**src/rtl/mem_access_ctrl.sv**
```systemverilog
// Memory-stage access controller: load/store/stack strobes, SP ownership, 32-bit split.
// Optional SP guard enabled by defining MEM_ACCESS_CTRL_SP_GUARD_EN (adds stack_fault).
module mem_access_ctrl #(
   parameter int WORD_SIZE = 16,
   parameter int ADDR_SIZE = 11,
   parameter logic [ADDR_SIZE-1:0] SP_INIT = {ADDR_SIZE{1'b1}}
) (
   input  logic                   clk,
   input  logic                   rst,
   input  logic                   req_valid,
   input  logic [2:0]             op,
   input  logic [ADDR_SIZE-1:0]   ea,
   input  logic [2*WORD_SIZE-1:0] wdata,
   output logic                   busy,
   output logic                   mem_read,
   output logic                   mem_write,
   output logic [ADDR_SIZE-1:0]   mem_addr,
   output logic [WORD_SIZE-1:0]   mem_wd,
   input  logic [WORD_SIZE-1:0]   mem_rd,
   output logic [2*WORD_SIZE-1:0] rdata,
   output logic                   rdata_valid,
`ifdef MEM_ACCESS_CTRL_SP_GUARD_EN
   output logic                   stack_fault,
`endif
   output logic [ADDR_SIZE-1:0]   sp
);

   typedef enum logic {S_IDLE, S_SECOND} state_t;

   localparam logic [2:0] OP_LOAD   = 3'd1;
   localparam logic [2:0] OP_STORE  = 3'd2;
   localparam logic [2:0] OP_PUSH   = 3'd3;
   localparam logic [2:0] OP_POP    = 3'd4;
   localparam logic [2:0] OP_PUSH32 = 3'd5;
   localparam logic [2:0] OP_POP32  = 3'd6;

   localparam logic [ADDR_SIZE-1:0] ONE = ADDR_SIZE'(1);
   localparam logic [ADDR_SIZE-1:0] TWO = ADDR_SIZE'(2);

   state_t                 state_q, state_d;
   logic [ADDR_SIZE-1:0]   sp_q, sp_d;
   logic [2*WORD_SIZE-1:0] rdata_q, rdata_d;
   logic                   rvalid_q, rvalid_d;
   logic [WORD_SIZE-1:0]   lo_q, lo_d;
   logic                   pop32_q, pop32_d;
   logic                   fault;

   logic                   rd_en, wr_en;
   logic [ADDR_SIZE-1:0]   sp_p1, sp_p2, sp_m1, sp_m2;
   logic [2*WORD_SIZE-1:0] rd_ext;
   logic                   is32;

   assign sp_p1  = sp_q + ONE;
   assign sp_p2  = sp_q + TWO;
   assign sp_m1  = sp_q - ONE;
   assign sp_m2  = sp_q - TWO;
   assign rd_ext = {{WORD_SIZE{1'b0}}, mem_rd};
   assign is32   = (op == OP_PUSH32) || (op == OP_POP32);

   always_comb begin
      fault = 1'b0;
`ifdef MEM_ACCESS_CTRL_SP_GUARD_EN
      if (state_q == S_IDLE && req_valid) begin
         case (op)
            OP_PUSH:   fault = (sp_q == '0);
            OP_PUSH32: fault = (sp_q <= ONE);
            OP_POP:    fault = (sp_q == SP_INIT);
            OP_POP32:  fault = (sp_q >= SP_INIT - ONE);
            default:   fault = 1'b0;
         endcase
      end
`endif
   end

   assign busy = (state_q == S_IDLE) && req_valid && is32 && !fault;

   always_comb begin
      state_d  = state_q;
      sp_d     = sp_q;
      rdata_d  = rdata_q;
      rvalid_d = 1'b0;
      lo_d     = lo_q;
      pop32_d  = pop32_q;
      rd_en    = 1'b0;
      wr_en    = 1'b0;
      mem_addr = ea;
      mem_wd   = wdata[WORD_SIZE-1:0];
      unique case (state_q)
         S_IDLE: begin
            if (req_valid && !fault) begin
               case (op)
                  OP_LOAD: begin
                     rd_en    = 1'b1;
                     rdata_d  = rd_ext;
                     rvalid_d = 1'b1;
                  end
                  OP_STORE: wr_en = 1'b1;
                  OP_PUSH: begin
                     wr_en    = 1'b1;
                     mem_addr = sp_q;
                     sp_d     = sp_m1;
                  end
                  OP_POP: begin
                     rd_en    = 1'b1;
                     mem_addr = sp_p1;
                     sp_d     = sp_p1;
                     rdata_d  = rd_ext;
                     rvalid_d = 1'b1;
                  end
                  OP_PUSH32: begin
                     wr_en    = 1'b1;
                     mem_addr = sp_q;
                     mem_wd   = wdata[2*WORD_SIZE-1:WORD_SIZE];
                     pop32_d  = 1'b0;
                     state_d  = S_SECOND;
                  end
                  OP_POP32: begin
                     rd_en    = 1'b1;
                     mem_addr = sp_p1;
                     lo_d     = mem_rd;
                     pop32_d  = 1'b1;
                     state_d  = S_SECOND;
                  end
                  default: ;
               endcase
            end
         end
         S_SECOND: begin
            // Inputs are held by upstream; only the latched direction matters.
            state_d = S_IDLE;
            if (pop32_q) begin
               rd_en    = 1'b1;
               mem_addr = sp_p2;
               rdata_d  = {mem_rd, lo_q};
               rvalid_d = 1'b1;
               sp_d     = sp_p2;
            end else begin
               wr_en    = 1'b1;
               mem_addr = sp_m1;
               sp_d     = sp_m2;
            end
         end
         default: state_d = S_IDLE;
      endcase
   end

   assign mem_read    = rd_en & ~rst;
   assign mem_write   = wr_en & ~rst;
   assign rdata       = rdata_q;
   assign rdata_valid = rvalid_q;
   assign sp          = sp_q;

   always_ff @(posedge clk) begin
      if (rst) begin
         state_q  <= S_IDLE;
         sp_q     <= SP_INIT;
         rdata_q  <= '0;
         rvalid_q <= 1'b0;
         lo_q     <= '0;
         pop32_q  <= 1'b0;
      end else begin
         state_q  <= state_d;
         sp_q     <= sp_d;
         rdata_q  <= rdata_d;
         rvalid_q <= rvalid_d;
         lo_q     <= lo_d;
         pop32_q  <= pop32_d;
      end
   end

`ifdef MEM_ACCESS_CTRL_SP_GUARD_EN
   logic fault_q, fault_d;

   assign fault_d     = fault;
   assign stack_fault = fault_q;

   always_ff @(posedge clk) begin
      if (rst) fault_q <= 1'b0;
      else     fault_q <= fault_d;
   end
`endif

endmodule
```
**config.mk**
```make
export PLATFORM = sky130hd
export DESIGN_NAME = mem_access_ctrl
export DESIGN_NICKNAME = d
export VERILOG_FILES = /design/src/rtl/mem_access_ctrl.sv
export SDC_FILE = /design/constraint.sdc
export NUM_CORES = 1
export LEC_CHECK = 0
export BUFFER_PORTS_ARGS = -buffer_cell sky130_fd_sc_hd__buf_2
export CORE_MARGIN = 2
export CORE_UTILIZATION = 32
export CTS_BUF_LIST = sky130_fd_sc_hd__clkbuf_2 sky130_fd_sc_hd__clkbuf_4 sky130_fd_sc_hd__clkbuf_8
export CTS_CLUSTER_DIAMETER = 150
export CTS_CLUSTER_SIZE = 16
export DETAILED_ROUTE_END_ITERATION = 12
export PLACE_DENSITY = 0.55
export REMOVE_ABC_BUFFERS = 1
export SYNTH_ARGS = -nofsm -noshare
export SYNTH_HDL_FRONTEND = slang
export SYNTH_SLANG_ARGS = --single-unit
```
**constraint.sdc**
```tcl
create_clock -name clk -period 5.17 [get_ports clk]
set_clock_uncertainty 0.2 [all_clocks]
set_input_delay 0.2585 -clock clk [delete_from_list [all_inputs] [get_ports clk]]
set_output_delay 0.2585 -clock clk [all_outputs]
set_load 0.005 [all_outputs]
```
==> metrics, run 1 <==
Crit Path Class flip-flop to output pin; initial core utilization 0.329; RR Startpoint state_q; leakage 2.31 nW; Synth Flop Type dfxtp_1; crit-path max FO 12; most common cell in the netlist nand2_1; CTS buffer count 9; Cell Rows 40; worst rel slew slack 0.248; Synth area leader dfxtp_1; Power Density 251 mW/mm^2; RD Place Congestion 0.924; beginning of the worst hold path rdata[30]; die area 0.0133 sq mm; Sink Count 62; Hold Path Stages 1; CTS tree yes; via/cell ratio 5.30; worst flop-to-flop path endpoint rdata[22]; sequential share of the synthesized area 0.313; Crit path required time 4.71 ns; H-tree depth 3; clk slew on worst S/H paths 0.07 ns; hold slack 0.278 ns; Pwr Total 1.27 mW; GRT overflow 0; Synth cell types 70; first-pass GRT wire length 19800 microns; worst-margin pin slew 1.13 ns; critical path arrival 2.72 ns; HPWL after detailed placement 9070 microns; wire per inst 16.1 microns; GRT Total Usage 0.190; RSZ-0062 raised after global routing no; ANT nets after route 0; die height 115 microns; worst hold endpoint rdata[30]; Max-Cap Viols 0; Root Driver clkbuf_8; fmax 0.314 GHz; Setup-failing EPs final 0; Worst R2R Path Depth 5; VDD IR max 0.146 mV; ANT cells 0; worst skew pair latency 0.34 ns; Period Utilization, post-route 0.616; setup_tns 0 ns; #FFs+latches synth 62; vias 4234; status finished, final reports clean; EDFF count, synth 0; top area cells in the synthesized netlist dfxtp_1 (31%), mux2i_1 (9.1%), nand2_1 (6.8%); Syn Area/Cell 7.82 sq um; Final #Nets 696; Final Max Tran Viols 0; Pre-antenna DRT Iters 5; final hold vios 0; DRC 0; Synth top area share 0.313; critical path launch point type flip-flop; Clock Tree Buf Depth 2; Yosys warning total 0; initial antenna violation count 0; async set-reset flop share out of synthesis 0; share of cells above drive strength 1 0.269; setup repair bufs after CTS 0; I/O Buffers 138; vias in the first global route 3976; core area 0.0121 sq mm; total routed wirelength 12900 microns; most instantiated cells after synthesis nand2_1 (72), dfxtp_1 (62), nor2_1 (53), mux2i_1 (36), clkbuf_1 (25); drt first-iter violations 322; post-synthesis cell area 0.00397 sq mm; class of the worst hold path flip-flop to flip-flop; fill cell count 1255; I/O Pins 139; post-layout min period 3.18 ns; Reg2Reg Setup Slack 2.26 ns; Layout area overhead 27.3%; Worst setup EP type output pin; pin count of the biggest net entering global routing 52; Die Span X 115 microns; post-synthesis cell count 507
-- how the worst max path moves through the flow --
stage          startpoint     endpoint  slack, ns  depth (start not counted)
5_1_grt             sp[1]  mem_addr[9]       1.77                          8
3_3_place_gp      state_q    rdata[24]       2.33                          5
3_5_place_dp    req_valid    rdata[16]       2.30                          6
6_report            sp[1]  mem_addr[9]       1.99                          8
2_1_floorplan     state_q    rdata[16]       2.12                          4
4_1_cts             sp[1]  mem_addr[9]       2.01                          8
-- state kept, by name, indices dropped and copies added (netlist names) --
| register | flops |
|---|---|
| rdata | 32 |
| lo_q | 16 |
| sp | 11 |
| pop32_q | 1 |
| rdata_valid | 1 |
| state_q | 1 |
-- cells by family (layout without fill, tap and decap cells) --
group / after synthesis / count (layout) / share of synthesized area
AOI/OAI and AO/OA: 126 / 126 / 0.221
xor gates and xnor gates: 23 / 23 / 0.0508
and+or+nand+nor: 198 / 198 / 0.247
buffers and inverters: 57 / 181 / 0.0622
DFF: 62 / 62 / 0.313
muxes: 37 / 37 / 0.0937
adders and majority gates: 4 / 4 / 0.0126
-- per-layer routing --
layer | vias up | global-route usage | wire length (microns)
li1 | 2067 | - | -
met1 | 1974 | 0.242 | 5810
met2 | 179 | 0.317 | 6060
met3 | 14 | 0.0416 | 793
met4 | 0 | 0.0643 | 204
met5 | - | 0 | 0
-- critical path, cell delays in order, from the launching register on --
cell	delay (ns)
dfxtp_1	0.43
inv_1	0.20
ha_1	0.29
or4b_4	0.52
nor3_2	0.19
xor2_1	0.11
a222oi_1	0.33
o21ai_1	0.16
buf_2	0.16
-- cell usage in the layout, fill, tap and decap left out, types with 10 or more instances in the layout --
cell type,Yosys,routed
dlygate4sd3_1,0,16
a22o_1,14,14
xnor2_1,17,17
buf_2,14,138
a21oi_1,20,20
o21ai_0,14,14
nand4_1,10,10
nor2_1,53,53
nand2_1,72,72
dfxtp_1,62,61
o21ai_1,10,10
a211oi_1,21,21
mux2i_1,36,36
-- repair_timing --
item / CTS / global route
endpoints found under the hold margin: 28 / 0
resized for setup: 0 / 0
hold buffers: 16 / 0
-- where the power goes --
part / leakage [nW] / switching [mW] / internal [mW]
sequential: 0.504 / 0.0284 / 0.494
clock: 0.109 / 0.188 / 0.272
combinational: 1.70 / 0.154 / 0.130
total: 2.31 / 0.371 / 0.895
-- final cells by class --
cell class | count | area (sq um) | area share
Sequential cell | 62 | 1240 | 0.246
Inverter | 8 | 30.0 | 0.00595
Clock buffer | 10 | 131 | 0.0260
Tap cell | 168 | 210 | 0.0416
Timing Repair Buffer | 158 | 881 | 0.175
Multi-Input combinational cell | 388 | 2480 | 0.491
Clock inverter | 5 | 75.1 | 0.0149
-- stage by stage --
step / setup WS, ns / utilization / std cells / area (sq um)
after floorplan: 2.12 / - / 458 / 3750
after global placement: 2.33 / 0.388 / 768 / 4680
after detailed placement: 2.30 / 0.388 / 768 / 4680
after CTS: 2.01 / 0.418 / 799 / 5050
after global routing: 1.77 / 0.418 / 799 / 5050
final: 1.99 / 0.418 / 799 / 5050
Note: power is estimated with default switching activity, not from simulation.
==> run 2: changes to the inputs <==
Settings changed: ABC_AREA from default to 1, PLACE_DENSITY 0.55 to 0.57.
Clock period 5.17 ns to 2.67 ns, I/O delays scaled along.
==> metrics, run 2 <==
status finished, final reports clean; Final #Nets 890 (+28%); CP cell instances buf_4 -> ha_1 -> nand3_1 -> o21ai_0 -> a21oi_1 -> o21ai_0 -> nand3b_1 -> buf_2; Worst path max stage delay 0.41 ns (-0.11 ns); #FFs+latches synth 62 (unchanged); total routed wirelength 14200 microns (+10%); Yosys warning total 0 (unchanged); first-pass GRT wire length 21800 microns (+9.9%); hold slack 0.157 ns (-0.121 ns); Synth area leader dfxtp_1; Pwr Total 2.40 mW (+90%); most frequent cells in the layout nand2_1 (214), buf_2 (138), nand3_1 (74), o21ai_0 (74), nor2_1 (58); post-route cell area 0.00524 sq mm (+3.8%); Setup-failing EPs final 0 (unchanged); vias 4790 (+13%); wire per inst 14.2 microns (-12%); Psw 0.828 mW (+120%); CP most frequent cell o21ai_0; drt first-iter violations 292 (-9.3%); top area cells in the synthesized netlist dfxtp_1 (30%), nand2_1 (20%), nand3_1 (9.1%); Power Density 459 mW/mm^2 (+83%); die height 117 microns (+1.5%); final std cells w/o fill 998 (+25%); via/cell ratio 4.80 (-9.4%); Worst setup EP type output pin; GR Layer Usage met1 0.270 (+0.0276); Crit Path Class flip-flop to output pin; Crit path required time 2.34 ns (-2.37 ns); critical path arrival 2.09 ns (-0.63 ns); sequential share of the synthesized area 0.303 (-0.00958); Pre-antenna DRT Iters 5 (unchanged); fill cell count 1395 (+11%); GRT overflow 0 (unchanged); core area 0.0126 sq mm (+4.2%); initial antenna violation count 0 (unchanged); most instantiated cells after synthesis nand2_1 (214), nand3_1 (74), o21ai_0 (74), dfxtp_1 (62), nor2_1 (58); area of the multi-input gates 0.00240 sq mm (-2.9%); DP Worst Slack 0.403 ns (-1.90 ns); sequential share of power 0.422 (+0.009); clock power share 0.327 (-0.036); EDFF count, synth 0 (unchanged); HPWL after detailed placement 9830 microns (+8.4%); DRC 0 (unchanged); worst skew pair latency 0.36 ns (+0.02 ns); pin count of the biggest net entering global routing 48 (-7.7%); die area 0.0137 sq mm (+3.0%); Cell Rows 41 (+2.5%); Comb pwr share 0.251 (+0.027); fmax 0.413 GHz; Final Max Tran Viols 0 (unchanged); RD Place Congestion 0.942 (+2.0%); ANT cells 0 (unchanged); worst rel slew slack 0.586 (+0.338); leakage 2.68 nW (+16%); Die Span X 117 microns (+1.5%); vias in the first global route 4293 (+8.0%); worst flop-to-flop path endpoint sp[5]; Clock Tree Buf Depth 2 (unchanged); Placed Cells 963 (+25%); Pint 1.57 mW (+76%); post-synthesis cell count 680 (+34%); Synth top area share 0.303 (-0.00958); Synth cell types 39 (-44%); crit path to mem_addr[6]; met2 GRT Util 0.333 (+0.0164); share of cells above drive strength 1 0.235 (-0.0345); initial core utilization 0.325 (-0.00330); GRT Total Usage 0.204 (+0.0145); post-layout min period 2.42 ns; critical path launch point type flip-flop; Sequential Area 0.00125 sq mm (+0.40%); Root Driver clkbuf_8; worst-margin pin slew 0.620 ns (-0.508 ns); commonest non-fill, non-tap cell in the layout nand2_1; ANT nets after route 0 (unchanged); most common cell in the netlist nand2_1; Worst R2R Path Depth 8 (+3); post-synthesis cell area 0.00409 sq mm (+3.2%); setup_tns 0 ns (unchanged); fin util 0.417 (-0.00164); final hold vios 0 (unchanged); Syn Area/Cell 6.01 sq um (-23%); met3 Use GR 0.0469 (+0.00521); I/O Buffers 138 (unchanged); Worst Setup SP sp[0]; beginning of the worst hold path op[0]; VDD IR max 0.292 mV (+100%); worst-path cell with the longest stage delay dfxtp_2; Sink Count 62 (unchanged); async set-reset flop share out of synthesis 0 (unchanged); PnR worst setup slack 0.247 ns (-1.74 ns); H-tree depth 3 (unchanged); Reg2Reg Setup Slack 0.69 ns (-1.57 ns); Period Utilization, post-route 0.907; Synth Flop Type dfxtp_1; Most Used Layer, Global Route met2; class of the worst hold path input pin to flip-flop; CTS tree yes; I/O Pins 139 (unchanged); Max-Cap Viols 0 (unchanged); RSZ-0062 raised after global routing no; placed instance area 0.00486 sq mm (+3.9%); crit-path max FO 9 (-3); RR Startpoint pop32_q; Largest register FFs 32 (unchanged); Layout area overhead 28.1%; clk slew on worst S/H paths 0.09 ns (+0.02 ns); CTS buffer count 9 (unchanged); sw frac 0.344 (+0.0516)
## run 2: critical path: cells and delay by family, from the launching register on
family	cells	cell delay (ns)
AOI/OAI and AO/OA	3	0.50
adders and majority gates	1	0.25
buffers and inverters	2	0.32
DFF	1	0.41
and+or+nand+nor	2	0.25
## run 2: worst min-delay path by stage
stage	end	slack, ns	cells after the start
finish	sp[0]	0.16	5
global route	sp[8]	0.21	5
CTS	sp[0]	0.15	5
detailed placement	rdata[26]	0.21	3
global placement	lo_q[6]	0.21	3
floorplan	rdata[16]	0.003	1
## run 2: what timing repair did
action / 4_1_cts / 5_1_grt
setup buffers: 0 / 2
hold buffers: 17 / 0
setup endpoints to repair: 0 / 7
endpoints found under the hold margin: 35 / 0
resized for setup: 0 / 7
## run 2: cell families after synthesis
group	Yosys count	synth area share
fa+ha+maj	4	0.0122
compound gates	143	0.185
xor+xnor	6	0.0128
flops	62	0.303
buf+inv	99	0.109
simple gates	366	0.378
## run 2: area by class of cell
class / count / area share
clock buffers: 12 / 0.0279
clock inverters: 4 / 0.00621
inverters: 63 / 0.0475
multi-input cells: 519 / 0.459
flip-flops and latches: 62 / 0.238
well taps: 172 / 0.0411
repair buffers: 166 / 0.180
## run 2: power groups by stage
stage | clock, mW | combinational (mW) | sequential, mW
final | 0.786 | 0.604 | 1.01
after global routing | 0.843 | 0.690 | 1.02
after global placement | 0 | 0.578 | 1.03
after CTS | 0.811 | 0.596 | 1.01
after detailed placement | 0 | 0.574 | 1.03
after floorplan | 0 | 0.335 | 1.03
## run 2: metal layers
metal	vias up	routed length, microns
li1	2501	-
met1	2099	6370
met2	165	6620
met3	25	977
met4	0	227
met5	-	0
==> run 3: changes to the inputs <==
Settings changed: PLACE_DENSITY 0.57 to 0.55.
Clock period 2.67 ns to 2.7 ns, I/O delays scaled along.
==> metrics, run 3 (synthesis results as in run 2) <==
status finished, final reports clean; post-route cell area 0.00528 sq mm (+0.74%); DRC 0 (unchanged); most frequent cells in the layout nand2_1 (214), buf_2 (138), nand3_1 (74), o21ai_0 (74), dfxtp_1 (59); CTS buffer count 9 (unchanged); I/O Buffers 138 (unchanged); HPWL after detailed placement 10600 microns (+8.3%); H-tree depth 3 (unchanged); ANT cells 0 (unchanged); CTS tree yes; worst-margin pin slew 0.587 ns (-0.0329 ns); worst rel slew slack 0.608 (+0.0220); first-pass GRT wire length 22500 microns (+3.0%); Pre-antenna DRT Iters 8 (+3); fmax 0.395 GHz; RD Place Congestion 0.986 (+4.7%); Worst setup EP type output pin; Sequential Area 0.00124 sq mm (-0.20%); Root Driver clkbuf_8; Crit path required time 2.37 ns (+0.03 ns); VDD IR max 0.235 mV (-20%); crit-path max FO 8 (-1); commonest non-fill, non-tap cell in the layout nand2_1; Clock Tree Buf Depth 2 (unchanged); Largest register FFs 32 (unchanged); pin count of the biggest net entering global routing 39 (-19%); share of cells above drive strength 1 0.233 (-0.00149); initial core utilization 0.325 (unchanged); fill cell count 1380 (-1.1%); Max-Cap Viols 0 (unchanged); Sink Count 62 (unchanged); Period Utilization, post-route 0.937; worst skew pair latency 0.35 ns (about the same); via/cell ratio 4.94 (+2.9%); initial antenna violation count 0 (unchanged); leakage 2.71 nW (+1.0%); total routed wirelength 15000 microns (+5.4%); Power Density 472 mW/mm^2 (+3.0%); critical path launch point type flip-flop; critical path arrival 2.20 ns (+0.11 ns); area of the multi-input gates 0.00240 sq mm (unchanged); final hold vios 0 (unchanged); Layout area overhead 29.0%; drt first-iter violations 360 (+23%); placed instance area 0.00489 sq mm (+0.62%); die area 0.0137 sq mm (unchanged); die height 117 microns (unchanged); vias in the first global route 4334 (+0.96%); I/O Pins 139 (unchanged); Die Span X 117 microns (unchanged); post-layout min period 2.53 ns; GRT overflow 0 (unchanged); GRT Total Usage 0.214 (+0.00966); Final #Nets 892 (+0.22%); setup_tns 0 ns (unchanged); wire per inst 15.0 microns (+5.3%); Crit Path Class flip-flop to output pin; Final Max Tran Viols 0 (unchanged); vias 4934 (+3.0%); core area 0.0126 sq mm (unchanged); class of the worst hold path input pin to flip-flop; hold slack 0.101 ns (-0.0564 ns); clk slew on worst S/H paths 0.08 ns (about the same); Setup-failing EPs final 0 (unchanged); RSZ-0062 raised after global routing no; ANT nets after route 0 (unchanged); Cell Rows 41 (unchanged)
[run 3: final timing paths]
kind                 endpoint  slack [ns]  depth (start not counted)      start
setup / recovery  mem_addr[6]        0.17                          8      sp[0]
setup reg to reg        sp[5]        0.72                          8    pop32_q
hold / removal          sp[6]        0.10                          3        rst
hold reg to reg     rdata[29]        0.26                          2  rdata[29]
[run 3: worst max-delay path, stage by stage (launching register included)]
cell and delay [ns]:
dfxtp_1 0.45, clkinvlp_4 0.23, ha_1 0.33, nand2_1 0.19, o21bai_1 0.09, and2_1 0.13, o21ai_0 0.16, nand3b_1 0.13
buf_2 0.11
[run 3: what timing repair did]
item	in CTS	in global routing
setup endpoints to repair	0	5
gates resized for setup	0	4
buffers inserted	0	1
endpoints found under the hold margin	33	0
hold buffers	16	0
[run 3: metal layers]
| layer | GRT usage | part of all wire | routed length (microns) | vias to the layer above |
|---|---|---|---|---|
| li1 | - | - | - | 2494 |
| met1 | 0.289 | 0.45 | 6700 | 2222 |
| met2 | 0.331 | 0.45 | 6760 | 188 |
| met3 | 0.0546 | 0.078 | 1170 | 30 |
| met4 | 0.0769 | 0.023 | 342 | 0 |
| met5 | 0 | 0 | 0 | - |
[run 3: area by class of cell]
cell class	instances	area share
timing repair buffer	168	0.181
sequential	62	0.236
inverter	63	0.0472
clock buffer	12	0.0313
clock inverter	3	0.00806
tap	172	0.0408
multi-input combinational	519	0.456
[run 3: per-stage QoR]
| stage | power, mW | setup slack (ns) | instances | util |
|---|---|---|---|---|
| 3_3_place_gp | 1.60 | 0.483 | 967 | 0.389 |
| 6_report | 2.49 | 0.170 | 999 | 0.420 |
| 2_1_floorplan | 1.35 | 0.0557 | 644 | - |
| 4_1_cts | 2.51 | 0.0614 | 998 | 0.419 |
| 5_1_grt | 2.64 | 0.00908 | 999 | 0.420 |
| 3_5_place_dp | 1.60 | 0.441 | 967 | 0.389 |
[run 3: report_power, final]
group | switching (mW) | leakage, nW | internal, mW
clock | 0.386 | 0.104 | 0.496
sequential | 0.0453 | 0.504 | 0.952
combinational | 0.376 | 2.10 | 0.237
total | 0.807 | 2.71 | 1.69
